<file path="src/rtl/adc_scan_sequencer.sv">
// adc_scan_sequencer
//   Round-robin scanner for an I2C ADC front end. For each channel it
//   oversamples 2^AVG_LOG2 conversions through a req/ack handshake, averages
//   them, scales the average to millivolts, converts the result to packed BCD
//   with a bit-serial double-dabble, and stores it in that channel's slice
//   of bcd_out.
//
// Ports
//   clk        system clock, rising edge
//   rst        asynchronous, active-low reset
//   enable     1 = scan continuously, 0 = stop after the current channel
//   conv_req   conversion request, held until conv_ack
//   conv_ch    channel address for the request
//   conv_ack   conversion complete, conv_data valid in the same cycle
//   conv_data  raw sample
//   bcd_out    packed BCD, channel k at [k*DIGITS*4 +: DIGITS*4]
//   upd_valid  one-cycle pulse when a channel word is written
//   upd_ch     channel written, valid with upd_valid
//   scan_done  one-cycle pulse when the last channel is written
//   overrange  sticky flag, set when a scaled value had to be clamped
module adc_scan_sequencer #(
    parameter int N_CH     = 4,
    parameter int DATA_W   = 12,
    parameter int AVG_LOG2 = 2,
    parameter int VREF_MV  = 3300,
    parameter int DIGITS   = 4,
    parameter int CH_W     = 4
) (
    input  logic                     clk,
    input  logic                     rst,
    input  logic                     enable,
    output logic                     conv_req,
    output logic [CH_W-1:0]          conv_ch,
    input  logic                     conv_ack,
    input  logic [DATA_W-1:0]        conv_data,
    output logic [N_CH*DIGITS*4-1:0] bcd_out,
    output logic                     upd_valid,
    output logic [CH_W-1:0]          upd_ch,
    output logic                     scan_done,
    output logic                     overrange
);

    localparam int BCD_W  = DIGITS * 4;
    localparam int MAX_MV = 10 ** DIGITS - 1;
    localparam int BIN_W  = $clog2(MAX_MV + 1);   // double-dabble iterations
    localparam int ACC_W  = DATA_W + AVG_LOG2;
    localparam int CNT_W  = AVG_LOG2 + 1;
    localparam int PROD_W = DATA_W + 32;           // room for avg * VREF_MV
    localparam int BITC_W = $clog2(BIN_W + 1);
    localparam logic [CNT_W-1:0] N_SAMP = CNT_W'(1 << AVG_LOG2);

    typedef enum logic [2:0] {
        S_IDLE, S_REQ, S_ACC, S_SCALE, S_BCD, S_STORE
    } state_t;

    state_t                    state_q, state_d;
    logic [CH_W-1:0]           ptr_q, ptr_d;
    logic [ACC_W-1:0]          acc_q, acc_d;
    logic [CNT_W-1:0]          cnt_q, cnt_d;
    logic [BIN_W-1:0]          bin_q, bin_d;
    logic [BCD_W-1:0]          bcd_q, bcd_d;
    logic [BITC_W-1:0]         bitc_q, bitc_d;
    logic [N_CH*BCD_W-1:0]     bcd_out_q, bcd_out_d;
    logic                      upd_valid_q, upd_valid_d;
    logic [CH_W-1:0]           upd_ch_q, upd_ch_d;
    logic                      scan_done_q, scan_done_d;
    logic                      overrange_q, overrange_d;

    // Scaling datapath: only consumed in SCALE.
    logic [PROD_W-1:0] avg_ext, prod, mv;
    logic              clamp;
    logic [BIN_W-1:0]  mv_bin;

    always_comb begin
        avg_ext = PROD_W'(acc_q >> AVG_LOG2);
        prod    = avg_ext * PROD_W'(VREF_MV);
        mv      = prod >> DATA_W;
        clamp   = (mv > PROD_W'(MAX_MV));
        mv_bin  = clamp ? BIN_W'(MAX_MV) : mv[BIN_W-1:0];
    end

    // Add-3 correction on every BCD digit that is 5 or more, applied before
    // each left shift of the double-dabble.
    logic [BCD_W-1:0] bcd_adj;
    genvar gi;
    generate
        for (gi = 0; gi < DIGITS; gi++) begin : g_dig
            assign bcd_adj[gi*4 +: 4] = (bcd_q[gi*4 +: 4] >= 4'd5) ?
                                        bcd_q[gi*4 +: 4] + 4'd3 :
                                        bcd_q[gi*4 +: 4];
        end
    endgenerate

    always_comb begin
        state_d     = state_q;
        ptr_d       = ptr_q;
        acc_d       = acc_q;
        cnt_d       = cnt_q;
        bin_d       = bin_q;
        bcd_d       = bcd_q;
        bitc_d      = bitc_q;
        bcd_out_d   = bcd_out_q;
        upd_valid_d = 1'b0;
        upd_ch_d    = upd_ch_q;
        scan_done_d = 1'b0;
        overrange_d = overrange_q;

        case (state_q)
            S_IDLE: begin
                if (enable) state_d = S_REQ;
            end
            S_REQ: begin
                if (conv_ack) begin
                    acc_d   = acc_q + ACC_W'(conv_data);
                    cnt_d   = cnt_q + 1'b1;
                    state_d = S_ACC;
                end
            end
            S_ACC: begin
                state_d = (cnt_q < N_SAMP) ? S_REQ : S_SCALE;
            end
            S_SCALE: begin
                bin_d  = mv_bin;
                bcd_d  = '0;
                bitc_d = '0;
                if (clamp) overrange_d = 1'b1;
                state_d = S_BCD;
            end
            S_BCD: begin
                bcd_d  = {bcd_adj[BCD_W-2:0], bin_q[BIN_W-1]};
                bin_d  = bin_q << 1;
                bitc_d = bitc_q + 1'b1;
                if (bitc_q == BITC_W'(BIN_W - 1)) state_d = S_STORE;
            end
            S_STORE: begin
                for (int k = 0; k < N_CH; k++) begin
                    if (ptr_q == CH_W'(k)) bcd_out_d[k*BCD_W +: BCD_W] = bcd_q;
                end
                upd_valid_d = 1'b1;
                upd_ch_d    = ptr_q;
                if (ptr_q == CH_W'(N_CH - 1)) begin
                    scan_done_d = 1'b1;
                    ptr_d       = '0;
                end else begin
                    ptr_d = ptr_q + 1'b1;
                end
                acc_d   = '0;
                cnt_d   = '0;
                state_d = enable ? S_REQ : S_IDLE;
            end
            default: state_d = S_IDLE;
        endcase
    end

    always_ff @(posedge clk or negedge rst) begin
        if (!rst) begin
            state_q     <= S_IDLE;
            ptr_q       <= '0;
            acc_q       <= '0;
            cnt_q       <= '0;
            bin_q       <= '0;
            bcd_q       <= '0;
            bitc_q      <= '0;
            bcd_out_q   <= '0;
            upd_valid_q <= 1'b0;
            upd_ch_q    <= '0;
            scan_done_q <= 1'b0;
            overrange_q <= 1'b0;
        end else begin
            state_q     <= state_d;
            ptr_q       <= ptr_d;
            acc_q       <= acc_d;
            cnt_q       <= cnt_d;
            bin_q       <= bin_d;
            bcd_q       <= bcd_d;
            bitc_q      <= bitc_d;
            bcd_out_q   <= bcd_out_d;
            upd_valid_q <= upd_valid_d;
            upd_ch_q    <= upd_ch_d;
            scan_done_q <= scan_done_d;
            overrange_q <= overrange_d;
        end
    end

    // conv_req is decoded from the state so it drops with the async reset.
    assign conv_req  = (state_q == S_REQ);
    assign conv_ch   = ptr_q;
    assign bcd_out   = bcd_out_q;
    assign upd_valid = upd_valid_q;
    assign upd_ch    = upd_ch_q;
    assign scan_done = scan_done_q;
    assign overrange = overrange_q;

endmodule
</file>
<file path="config.mk">
export PLATFORM = sky130hd
export DESIGN_NAME = adc_scan_sequencer
export DESIGN_NICKNAME = d
export VERILOG_FILES = /design/src/rtl/adc_scan_sequencer.sv
export SDC_FILE = /design/constraint.sdc
export NUM_CORES = 1
export LEC_CHECK = 0
export CAP_MARGIN = 5
export CORE_ASPECT_RATIO = 0.8
export CORE_MARGIN = 2
export CORE_UTILIZATION = 25
export DETAILED_ROUTE_END_ITERATION = 12
export PLACE_DENSITY = 0.46
export SLEW_MARGIN = 20
export SYNTH_ARGS = -nofsm -noshare
export SYNTH_HDL_FRONTEND = slang
export SYNTH_SLANG_ARGS = --single-unit
</file>
<file path="constraint.sdc">
create_clock -name clk -period 5.86 [get_ports clk]
set_input_delay 0.879 -clock clk [delete_from_list [all_inputs] [get_ports clk]]
set_output_delay 0.879 -clock clk [all_outputs]
set_load 0.05 [all_outputs]
</file>
==> run_results.csv <==
group,metric,value,unit
placed_design,port_buffers,90,
yosys,synth_area,0.007879,mm^2
worst_hold_path,hp-class,"reg -> reg",
clock_network,cts_buffers,17,
critical_path,r2r_cells,16,
cells_and_area,n_antenna_cell,0,
die,num_rows,58,
placed_design,place_ws,1299,ps
route,firstDrtPassIters,4,
global_routing,top_usage_layer,"met1",
clock_network,cts.clk_slew.worst_paths,70,ps
global_routing,grt_pass1_vias,5556,
timing,finalClockSkew,13.09,ps
yosys,synth_fp_nets,895,
cells_and_area,design_area,0.009768,mm^2
critical_path,path_max_fanout,6,
die,die_w,202.5,um
flow_run,max_cap_violations,0,
timing,fin_setup_tns,0,ps
timing,maxSlewHeadroom,33.91,%
route,drt_iter0_markers,241,
yosys,yosys_warnings,0,
global_routing,grt_pass1_wl,31390,um
timing,fin_crit_sh,77.72,%
clock_network,h-tree-depth,4,
route,vias,5707,
run_status,outcome,"completed",
clock_network,clockRootBuffer,"clkbuf_16",
cells_and_area,fillers,3237,
yosys,synth_edf_count,0,
route,routed_via_density,4.497,
clock_network,worstSkewPairLatency,430,ps
critical_path,startpoint_type,"register",
route,wl_per_cell,15.17,um
cells_and_area,nets,980,
yosys,async_reset_ff_share,100.0,%
route,postRouteAntennaNets,0,
timing,setup_viol,0,
route,wirelength,19250,um
yosys,yosysSeqAreaShare,40.65,%
cells_and_area,drive_gt1_share,9.423,%
timing,timing.final.crit_period,4554,ps
die,design.core.area,0.03120,mm^2
clock_network,cts_tree,"done",
timing,hold_viol_final,0,
placed_design,dp_hpwl,14550,um
yosys,synth-seq-cells,128,
die,dieArea,0.03296,mm^2
die,die_y,162.8,um
global_routing,met2_usage,16.95,%
die,io_pins,92,
yosys,syn-mean-instance-area,10.49,um^2
yosys,synth_ff_type,"dfrtp_1",
timing,fin_ws,1306,ps
route,drc,0,
timing,max_freq,219.6,MHz
critical_path,crit_type,"reg -> reg",
clock_network,cts_hold_buf,0,
clock_network,post_cts_buffers,0,
placed_design,placed_area,0.009194,mm^2
yosys,synth_cells,751,
timing,worst_slew_pin_slew,988.9,ps
global_routing,grt_max_degree,56,
clock_network,cts_num_sinks,128,
placed_design,gp_congestion,0.8290,
critical_path,cp.required,6160,ps
die,start_util,25.25,%
cells_and_area,fin_util,31.30,%
worst_hold_path,whs_path_depth,2,
critical_path,crit_arrival,4850,ps
timing,slew_violations,0,
global_routing,met1_usage,18.71,%
critical_path,end_kind,"register",
global_routing,antenna_found_initial,0,
timing,rsz0062_at_grt,"false",
clock_network,post_cts_resized,0,
global_routing,overflow,0,
yosys,synth.distinct_cells,59,
cells_and_area,area_delta_synth_final,23.98,%
global_routing,track_usage,12.14,%
global_routing,use_met3,2.501,%
clock_network,clockBufferDepth,2,
[final timing paths]
path,start,slack [ps],endpoint
hold / removal,bcd_out[49],480,bcd_out[49]
setup reg to reg,acc_q[4],1310,bin_q[9]
max in group asynchronous,rst,4280,acc_q[3]
setup / recovery,acc_q[4],1310,bin_q[9]
hold reg to reg,bcd_out[49],480,bcd_out[49]
min in group asynchronous,rst,490,bcd_out[9]
[sequential cells by signal, indices dropped and copies added (netlist names)]
register	flops
bitc_q	4
bin_q	14
state_q	3
scan_done	1
upd_ch	4
upd_valid	1
cnt_q	3
bcd_out	64
bcd_q	16
conv_ch	4
acc_q	14
[synthesized netlist by cell type, drive strengths merged, types with 2 or more instances]
cell type | number | area [um^2]
o32ai | 4 | 35.03
nor3 | 5 | 36.29
nand2 | 99 | 381.6
xor2 | 17 | 148.9
or3 | 2 | 17.52
o21bai | 3 | 22.52
o221ai | 4 | 41.29
buf | 12 | 75.07
a21oi | 21 | 105.1
or2 | 2 | 12.51
mux2 | 24 | 270.3
nand3 | 22 | 110.1
a211oi | 3 | 22.52
a311oi | 2 | 17.52
nand2b | 5 | 31.28
and2 | 2 | 12.51
fa | 29 | 580.6
a31oi | 4 | 25.02
a32o | 4 | 40.04
a22o | 3 | 26.28
nor2 | 21 | 78.83
inv | 59 | 226.5
nand4 | 5 | 31.28
nor2b | 2 | 12.51
a21o | 13 | 97.59
a22oi | 11 | 82.58
o21ai | 76 | 410.4
and3 | 5 | 31.28
xnor2 | 16 | 140.1
o21a | 3 | 22.52
o22ai | 6 | 43.79
dfrtp | 128 | 3203
a21boi | 2 | 15.01
o31ai | 9 | 67.56
o211ai | 4 | 30.03
clkbuf | 15 | 56.30
ha | 99 | 1239
[per-stage QoR]
step	hold slack (ps)	std cells
global route	507.7	1269
CTS	479.7	1269
detailed placement	466.2	1237
global placement	460.1	1237
floorplan	450.7	751
finish	478.5	1269
[worst max-delay path, cell delays in order, from the launching register on]
cell	delay [ps]
dfrtp_1	460
ha_1	370
xor2_1	160
ha_1	180
a21o_1	170
fa_1	480
fa_1	540
inv_1	50
fa_1	490
inv_1	40
ha_1	350
a21oi_1	230
o221ai_1	150
o21bai_1	230
a211oi_1	270
xor2_1	160
o21ai_0	80
[routing by layer]
metal / part of all wire, % / vias to the layer above / wire length [um]
met4: 0.95 / 0 / 182
met3: 3.4 / 16 / 651
li1: - / 2793 / -
met5: 0 / - / 0
met2: 41 / 108 / 7928
met1: 54 / 2790 / 10490
[kinds of logic after synthesis]
logic type               Yosys count  synth area share [%]
AO/OA/AOI/OAI                    175                 14.37
buffers and inverters             87                 4.605
XOR/XNOR                          33                 3.668
AND/OR/NAND/NOR                  174                 10.01
adder cells (fa/ha/maj)          128                 23.09
multiplexers                      25                 3.557
flip-flops                       128                 40.65
other                              1               0.04760
[placed cells by master (no fill, tap or decap), drive strengths merged, types with 17 or more instances in the layout]
master         Yosys  layout
nand3             22      22
inv               59      68
fa                29      29
dfrtp            128     128
nor2              21      21
mux2              24      24
nand2             99      99
clkbuf            15      17
ha                99      99
clkdlybuf4s50      0      89
o21ai             76      76
a21oi             21      21
xor2              17      17
[final cells by class]
class | instances | area [um^2] | share of cell area (%)
Clock buffer | 17 | 425.4 | 4.355
Tap cell | 420 | 525.5 | 5.380
Sequential cell | 128 | 3203 | 32.79
Inverter | 60 | 231.5 | 2.370
Multi-Input combinational cell | 536 | 4314 | 44.17
Clock inverter | 15 | 147.6 | 1.511
Timing Repair Buffer | 93 | 920.9 | 9.427
Power is left out: the tool's default activity adds up to more than one toggle a clock period on the data nets, which glitch-free logic cannot reach.
